## config.mk

```make
export PLATFORM = sky130hd
export DESIGN_NAME = ps2_key_decoder
export DESIGN_NICKNAME = d
export VERILOG_FILES = /design/src/rtl/ps2_key_decoder_pkg.sv /design/src/rtl/ps2_key_decoder_prefix_timer.sv /design/src/rtl/ps2_key_decoder.sv
export SDC_FILE = /design/constraint.sdc
export NUM_CORES = 1
export LEC_CHECK = 0
export CAP_MARGIN = 15
export CORE_MARGIN = 2
export CORE_UTILIZATION = 50
export CTS_CLUSTER_DIAMETER = 40
export DETAILED_ROUTE_END_ITERATION = 10
export GPL_TIMING_DRIVEN = 0
export HOLD_SLACK_MARGIN = 0.05
export PLACE_DENSITY_LB_ADDON = 0.2
export SLEW_MARGIN = 20
export SYNTH_ARGS = -nofsm -noshare
export SYNTH_HDL_FRONTEND = slang
export SYNTH_SLANG_ARGS = --single-unit
```

## constraint.sdc

```tcl
create_clock -name Clock -period 2.3 [get_ports Clock]
set_clock_uncertainty 0.15 [all_clocks]
set_input_delay 0.46 -clock Clock [delete_from_list [all_inputs] [get_ports Clock]]
set_output_delay 0.46 -clock Clock [all_outputs]
set_load 0.02 [all_outputs]
```

## src/rtl/ps2_key_decoder_pkg.sv

```systemverilog
// Scan-code constants, decoder state encoding and held-key helpers.
package ps2_key_decoder_pkg;

  localparam logic [7:0] SC_EXT   = 8'hE0;
  localparam logic [7:0] SC_BREAK = 8'hF0;
  localparam logic [7:0] SC_BAT   = 8'hAA;
  localparam logic [7:0] SC_W     = 8'h1D;
  localparam logic [7:0] SC_D     = 8'h23;
  localparam logic [7:0] SC_A     = 8'h1C;
  localparam logic [7:0] SC_UP    = 8'h75;
  localparam logic [7:0] SC_RIGHT = 8'h74;
  localparam logic [7:0] SC_LEFT  = 8'h6B;

  typedef enum logic [1:0] {
    ST_IDLE    = 2'd0,
    ST_EXT     = 2'd1,
    ST_BRK     = 2'd2,
    ST_EXT_BRK = 2'd3
  } state_t;

  typedef struct packed {
    logic w;
    logic d;
    logic a;
    logic up;
    logic right;
    logic left;
  } held_t;

  function automatic logic is_arrow(input logic [7:0] code);
    return (code == SC_UP) || (code == SC_RIGHT) || (code == SC_LEFT);
  endfunction

  function automatic held_t apply_plain(input held_t h, input logic [7:0] code, input logic val);
    held_t r;
    r = h;
    case (code)
      SC_W:    r.w = val;
      SC_D:    r.d = val;
      SC_A:    r.a = val;
      default: ;
    endcase
    return r;
  endfunction

  function automatic held_t apply_arrow(input held_t h, input logic [7:0] code, input logic val);
    held_t r;
    r = h;
    case (code)
      SC_UP:    r.up    = val;
      SC_RIGHT: r.right = val;
      SC_LEFT:  r.left  = val;
      default:  ;
    endcase
    return r;
  endfunction

endpackage

```

## src/rtl/ps2_key_decoder_prefix_timer.sv

```systemverilog
// Saturating idle counter; flags a timeout on the cycle it is about to reach the limit.
module ps2_prefix_timer
  import ps2_key_decoder_pkg::*;
#(
  parameter int unsigned TIMEOUT_CYCLES = 50000
) (
  input  logic clk,
  input  logic rst_n,
  input  logic clear,
  input  logic run,
  output logic timeout
);

  localparam int unsigned CW = $clog2(TIMEOUT_CYCLES + 1);
  localparam logic [CW-1:0] CNT_MAX   = CW'(TIMEOUT_CYCLES);
  localparam logic [CW-1:0] CNT_LIMIT = CW'(TIMEOUT_CYCLES - 1);

  logic [CW-1:0] count_q;

  // Idle counter: cleared on demand, counts while running, holds at the limit.
  always_ff @(posedge clk or negedge rst_n) begin
    if (!rst_n) begin
      count_q <= '0;
    end else if (clear) begin
      count_q <= '0;
    end else if (run && (count_q != CNT_MAX)) begin
      count_q <= count_q + 1'b1;
    end
  end

  // The edge that would bring the count to TIMEOUT_CYCLES is the timeout edge.
  always_comb begin
    timeout = run && !clear && (count_q >= CNT_LIMIT);
  end

endmodule

```

## src/rtl/ps2_key_decoder.sv

```systemverilog
// PS/2 scan-code decoder: tracks held movement keys and drives registered move levels.
module ps2_key_decoder
  import ps2_key_decoder_pkg::*;
#(
  parameter int unsigned TIMEOUT_CYCLES = 50000
) (
  input  logic       Clock,
  input  logic       Resetn,
  input  logic       Enable,
  input  logic [7:0] rxData,
  input  logic       rxValid,
  output logic       moveForward,
  output logic       moveRight,
  output logic       moveLeft,
  output logic       seqError
);

  state_t state_q, state_d;
  held_t  held_q, held_d;
  logic   seq_err_d;
  logic   timeout;
  logic   timer_clear;
  logic   timer_run;
  logic   right_held_d;
  logic   left_held_d;

  assign timer_clear = !Enable || rxValid;
  assign timer_run   = Enable && (state_q != ST_IDLE);

  ps2_prefix_timer #(
    .TIMEOUT_CYCLES(TIMEOUT_CYCLES)
  ) u_prefix_timer (
    .clk    (Clock),
    .rst_n  (Resetn),
    .clear  (timer_clear),
    .run    (timer_run),
    .timeout(timeout)
  );

  // Next-state, held-key update and error decode; a byte beats a same-cycle timeout.
  always_comb begin
    state_d   = state_q;
    held_d    = held_q;
    seq_err_d = 1'b0;
    if (!Enable) begin
      state_d = ST_IDLE;
      held_d  = '0;
    end else if (rxValid) begin
      case (state_q)
        ST_IDLE: begin
          if (rxData == SC_EXT) begin
            state_d = ST_EXT;
          end else if (rxData == SC_BREAK) begin
            state_d = ST_BRK;
          end else if (rxData == SC_BAT) begin
            held_d = '0;
          end else begin
            held_d = apply_plain(held_q, rxData, 1'b1);
          end
        end
        ST_EXT: begin
          if (rxData == SC_BREAK) begin
            state_d = ST_EXT_BRK;
          end else begin
            state_d = ST_IDLE;
            if (is_arrow(rxData)) begin
              held_d = apply_arrow(held_q, rxData, 1'b1);
            end else begin
              seq_err_d = 1'b1;
            end
          end
        end
        ST_BRK: begin
          state_d = ST_IDLE;
          held_d  = apply_plain(held_q, rxData, 1'b0);
        end
        ST_EXT_BRK: begin
          state_d = ST_IDLE;
          if (is_arrow(rxData)) begin
            held_d = apply_arrow(held_q, rxData, 1'b0);
          end else begin
            seq_err_d = 1'b1;
          end
        end
        default: state_d = ST_IDLE;
      endcase
    end else if (timeout) begin
      state_d   = ST_IDLE;
      seq_err_d = 1'b1;
    end
  end

  // Direction arbitration on the next held state so outputs land one cycle after the byte.
  always_comb begin
    right_held_d = held_d.d || held_d.right;
    left_held_d  = held_d.a || held_d.left;
  end

  // State, held keys and registered outputs.
  always_ff @(posedge Clock or negedge Resetn) begin
    if (!Resetn) begin
      state_q     <= ST_IDLE;
      held_q      <= '0;
      moveForward <= 1'b0;
      moveRight   <= 1'b0;
      moveLeft    <= 1'b0;
      seqError    <= 1'b0;
    end else begin
      state_q     <= state_d;
      held_q      <= held_d;
      moveForward <= held_d.w || held_d.up;
      moveRight   <= right_held_d && !left_held_d;
      moveLeft    <= left_held_d && !right_held_d;
      seqError    <= seq_err_d;
    end
  end

endmodule

```

Word-level counts from Yosys, hierarchy flattened
Cells that the tools add are included. W data, S select, Z words.

Add/subtract/negate cells: 1. Multiply operators: 0. Div/mod/pow operators: 0. $lt $le $gt $ge: 1. Eq/ne operators: 15. Shifts and indexed selects: 0. Mux-type cells: 36. Bitwise logic cells: 0. Reduce and logical (&&, ||, !) cells: 21.

Operator list (count): $mux W16 (2); $mux W6 (5); $eq A8 B7 Y1 const B (3); $eq A8 B8 Y1 const B (3); $pmux W6 S4 (1); $mux W1 (17); $add A16 B1 Y16 const B (1); $eq A8 B5 Y1 const B (2); $ge A16 B16 Y1 const B (1); $ne A16 B16 Y1 const B (1); $mux W2 (6); $mux W3 (3); $eq A8 B6 Y1 const B (1); $logic_and A1 B1 Y1 (6); $logic_or A1 B1 Y1 (6); $pmux W2 S3 (1); $ne A5 B5 Y1 const B (1); $eq A2 B2 Y1 const B (2); $logic_not A1 Y1 (4); $reduce_bool A2 Y1 (2); $ne A3 B1 Y1 const B (1); $eq A2 B1 Y1 const B (1); $logic_not A2 Y1 (1); $pmux W1 S2 (1); other kinds (2) (2).

Register bits: 28. Latch bits: 0. Bits in writable memories: 0. ROM bits: 0. Bits of input ports: 12. Output and inout bits: 4. Word-level logic and storage cells: 86. Memories kept: 0.

Longest topological paths before layout
Depth after elaboration: 11. Gate-level depth with buffers: 7. Mapped depth without buffers: 7.

Modules after synthesis
Synthesis repeated with hierarchy kept, for this count alone.

Cells, all modules: 210. Area, all modules: 1828.0 µm².

By module, submodules not included: ps2_key_decoder (times used 1, cells an instance 112, area an instance 932.1 µm², seq. area each 300.3 µm²); ps2_prefix_timer (times used 1, cells an instance 98, area an instance 895.9 µm², seq. area each 400.4 µm²).

Worst setup path after synthesis
Ideal clock, no wire load.

Path kind: input to register. Start: input port rxData[2]. End: register moveRight. Library setup time: 125 ps. Data arrival time: 1699 ps. Data required time: 2025 ps. Path slack: 326 ps. Stages: 7. Path buffers: 1. Cell sequence: or4b_1 -> buf_2 -> o2111ai_2 -> a31oi_1 -> o32a_1 -> inv_1 -> nor3b_2.

RTL lines: start, declared (line ps2_key_decoder.sv:10) `input logic [7:0] rxData,`; end signal, assigned (line ps2_key_decoder.sv:112) `moveRight <= right_held_d && !left_held_d;`; end, declared (line ps2_key_decoder.sv:13) `output logic moveRight,`.

==> flow_summary.ini <==
[placement]
buffer_ports.inserted = 14
place_ws_ns = -0.4201
gp_congestion = 0.8773
dpl_wire_length_um = 2869
dp.cells = 247

[cts]
clock_tree.htree_level_count = 1
clock_tree.root_cell = sky130_fd_sc_hd__clkbuf_4
cts_buffers = 3
tritoncts = built
insertion_delay_ns = 0.34
maximum_clock_insertion_buffer_count = 2
clock-sinks = 28
worst_setup_hold_path_clk_slew_ns = 0.16

[global_routing]
first_pass_grt_wire_length_um = 7038
antenna_found_initial = 0
grt_util_all_layers_pct = 22.34
number_of_global_route_vias_before_repair = 1505
grt_start_max_net_pins = 29
grt_overflow = 0

[critical_path]
critical_path.max_fanout = 6
timing.setup.critical_path_class = primary input to flip-flop
worstSetupStartpointType = primary input
crit_required_ns = 2.40
critical_path_arrival_ns = 2.31
timing.critical_path.to_type = flip-flop

[drt]
detail-route-antenna-nets = 0
drt_wl_total_um = 3865
remaining_drc_errors = 0
vias = 1480
wire_per_inst_um = 15.34
detailedRoute.firstIterationViolations = 97
vias_per_cell = 5.873
detail_route.first_pass.iterations = 4

[synthesis]
netlist_cell_types = 53
synth-warning-count = 0
synth_nets = 201
synth.cell_area_um2 = 1698
ys_dominant_reg_cell = sky130_fd_sc_hd__dfrtp_1
ys_seq_elements = 28
synth-edff-count = 0
synth_seq_area_share_pct = 41.27
postSynthCellCount = 187
syn_area_per_cell_um2 = 9.080
synthArstFlopShare_pct = 100.0

[sta]
slew_headroom_pct = 59.16
worst_pin_slew_ns = 0.6126
rsz0062_at_grt = true
layout_setup_ws_ns = 0.08878
final_hold_viol_count = 0
setup_viol_count_final = 0
timing.fmax_mhz = 452.2
finalCritPeriodShare_pct = 96.14
final_slew_viol_count = 0
period_needed_ns = 2.211

[pwr]
p_total_mw = 0.8995
part_of_the_total_power_dissipated_in_combinational_logic_pct = 7.8
seq_power_share_pct = 54.9
cellInternalPower_mw = 0.6963
fraction_of_power_consumed_by_the_clock_network_pct = 37.4
power.density_cell_area_nw_per_um2 = 454.1
switchingPower_mw = 0.2032
sw_frac_of_total_pct = 22.59
power.static_leakage_nw = 0.8183
power.ir.vdd_worst_mv = 0.2707

[finish]
synthToLayoutAreaGrowth_pct = 16.65
nets = 221
combined_area_of_the_multi_input_logic_cells_um2 = 955.9
n_antenna_cell = 0
final_layout_size_suffix_gt1_share_pct = 8.738
post_layout_nonfiller_instances = 252
seqCellArea_um2 = 700.7
layout.core_utilization_pct = 59.83
fillCellCount = 294

[die]
top_level_ports = 16
dieWidth_um = 62.28
chip_height_um = 62.28
initial_utilization_pct = 51.28
rows = 21
fp.coreArea_um2 = 3311
fp.dieArea_um2 = 3878

[run]
maxCapViolations = 0

[hold_path]
hold_path_class = primary input to flip-flop

[run_status]
outcome = completed
-- synthesized netlist by cell type (2+ instances only) --
master | instances | share of area (%)
sky130_fd_sc_hd__a21boi_1 | 2 | 0.88
sky130_fd_sc_hd__a21oi_1 | 5 | 1.5
sky130_fd_sc_hd__a41oi_1 | 2 | 1.0
sky130_fd_sc_hd__and2_1 | 4 | 1.5
sky130_fd_sc_hd__and4_1 | 4 | 2.1
sky130_fd_sc_hd__buf_2 | 3 | 0.88
sky130_fd_sc_hd__clkbuf_1 | 3 | 0.66
sky130_fd_sc_hd__dfrtp_1 | 28 | 41
sky130_fd_sc_hd__ha_1 | 2 | 1.5
sky130_fd_sc_hd__inv_1 | 9 | 2.0
sky130_fd_sc_hd__nand2_1 | 18 | 4.0
sky130_fd_sc_hd__nand3_1 | 9 | 2.7
sky130_fd_sc_hd__nand4_1 | 9 | 3.3
sky130_fd_sc_hd__nor2_1 | 21 | 4.6
sky130_fd_sc_hd__nor3_1 | 4 | 1.2
sky130_fd_sc_hd__nor3b_1 | 2 | 0.88
sky130_fd_sc_hd__nor4_1 | 4 | 1.5
sky130_fd_sc_hd__nor4bb_1 | 2 | 1.2
sky130_fd_sc_hd__o211ai_1 | 3 | 1.3
sky130_fd_sc_hd__o21ai_0 | 7 | 2.1
sky130_fd_sc_hd__o31a_1 | 2 | 1.0
sky130_fd_sc_hd__or2_1 | 2 | 0.74
sky130_fd_sc_hd__xnor2_1 | 3 | 1.5
sky130_fd_sc_hd__xor2_1 | 10 | 5.2
-- stage by stage --
stage | hold WS [ns] | TNS, ns | cell area (um2)
after floorplan | 0.01441 | 0 | 1698
after global placement | 0.3549 | -1.475 | 1896
after detailed placement | 0.3615 | -1.872 | 1891
after CTS | 0.3100 | 0 | 1952
after global routing | 0.3318 | -0.08114 | 1981
final | 0.3165 | 0 | 1981
-- final timing paths --
path	depth (start not counted)	end	start	slack (ns)
worst max-delay path	8	moveRight$_DFF_PN0_	rxData[2]	0.09
worst min-delay path	3	seqError$_DFF_PN0_	Enable	0.32
worst max register to register	7	moveRight$_DFF_PN0_	state_q[0]$_DFFE_PN0P_	0.25
worst min register to register	2	held_q[2]$_DFF_PN0_	held_q[2]$_DFF_PN0_	0.41
max in group asynchronous	2	held_q[1]$_DFF_PN0_	Resetn	1.11
min in group asynchronous	2	u_prefix_timer.count_q[3]$_DFFE_PN0P_	Resetn	0.49
-- layout make-up --
cell class	instances	area share [%]
buffer	7	1.706
tap	46	2.906
timing repair buffer	15	7.391
clock inverter	1	1.516
multi-input combinational	143	48.26
inverter	9	1.706
sequential	28	35.38
clock buffer	3	1.137
-- what timing repair did --
item                                    4_1_cts  5_1_grt
endpoints found under the hold margin        28        0
endpoints found under the setup margin        2        4
gates resized for setup                       1        5
setup buffers                                 0        0
hold buffers                                  1        0
gates cloned                                  0        0
-- critical path, stage by stage --
cell and delay [ns]:
sky130_fd_sc_hd__clkdlybuf4s50_1 0.45, sky130_fd_sc_hd__or4b_1 0.53, sky130_fd_sc_hd__buf_2 0.18, sky130_fd_sc_hd__o2111ai_4 0.23, sky130_fd_sc_hd__a31oi_1 0.11, sky130_fd_sc_hd__o32a_1 0.20, sky130_fd_sc_hd__inv_1 0.10, sky130_fd_sc_hd__nor3b_2 0.05
-- routing by layer --
layer	GRT usage, %	part of all wire, %	vias to the layer above	wire, um
li1	-	-	720	-
met1	31.92	47	716	1820
met2	35.33	47	40	1814
met3	3.080	5.0	4	192
met4	7.222	0.98	0	38
met5	0	0	-	0
-- cell usage in the layout (no fill, tap or decap), types with 3 or more instances in the layout --
cell type                         count
sky130_fd_sc_hd__and2_1               4
sky130_fd_sc_hd__clkbuf_1             3
sky130_fd_sc_hd__o21ai_0              7
sky130_fd_sc_hd__nand2_1             18
sky130_fd_sc_hd__o211ai_1             3
sky130_fd_sc_hd__and4_1               4
sky130_fd_sc_hd__xor2_1              10
sky130_fd_sc_hd__inv_1                9
sky130_fd_sc_hd__nor4_1               3
sky130_fd_sc_hd__nand3_1              9
sky130_fd_sc_hd__nor2_1              21
sky130_fd_sc_hd__nor3_1               4
sky130_fd_sc_hd__nand4_1              9
sky130_fd_sc_hd__dfrtp_1             28
sky130_fd_sc_hd__clkbuf_4             3
sky130_fd_sc_hd__a21oi_1              5
sky130_fd_sc_hd__clkdlybuf4s50_1     11
sky130_fd_sc_hd__buf_2                3
sky130_fd_sc_hd__xnor2_1              3
-- state kept, by name, summed over array words and instances, names as in the netlist --
name / flops
moveForward: 1
moveRight: 1
u_prefix_timer.count_q: 16
held_q: 6
moveLeft: 1
seqError: 1
state_q: 2
-- cells by family (layout without fill, tap and decap cells) --
| logic type | count (synthesis) | in the layout | synth area share, % |
|---|---|---|---|
| DFF | 28 | 28 | 41.27 |
| AOI/OAI and AO/OA | 31 | 31 | 13.04 |
| buffers and inverters | 16 | 35 | 3.831 |
| muxes | 2 | 2 | 1.253 |
| and+or+nand+nor | 95 | 95 | 32.42 |
| xor gates and xnor gates | 13 | 13 | 6.706 |
| adders and majority gates | 2 | 2 | 1.474 |
-- power groups by stage --
stage          combinational, mW  sequential [mW]  clock, mW
6_report                  0.0697            0.493      0.336
5_1_grt                   0.0776            0.494      0.366
2_1_floorplan             0.0253            0.503          0
4_1_cts                   0.0682            0.493      0.340
3_3_place_gp              0.0669            0.502          0
3_5_place_dp              0.0673            0.502          0
Power figures use the tool's default switching activity.
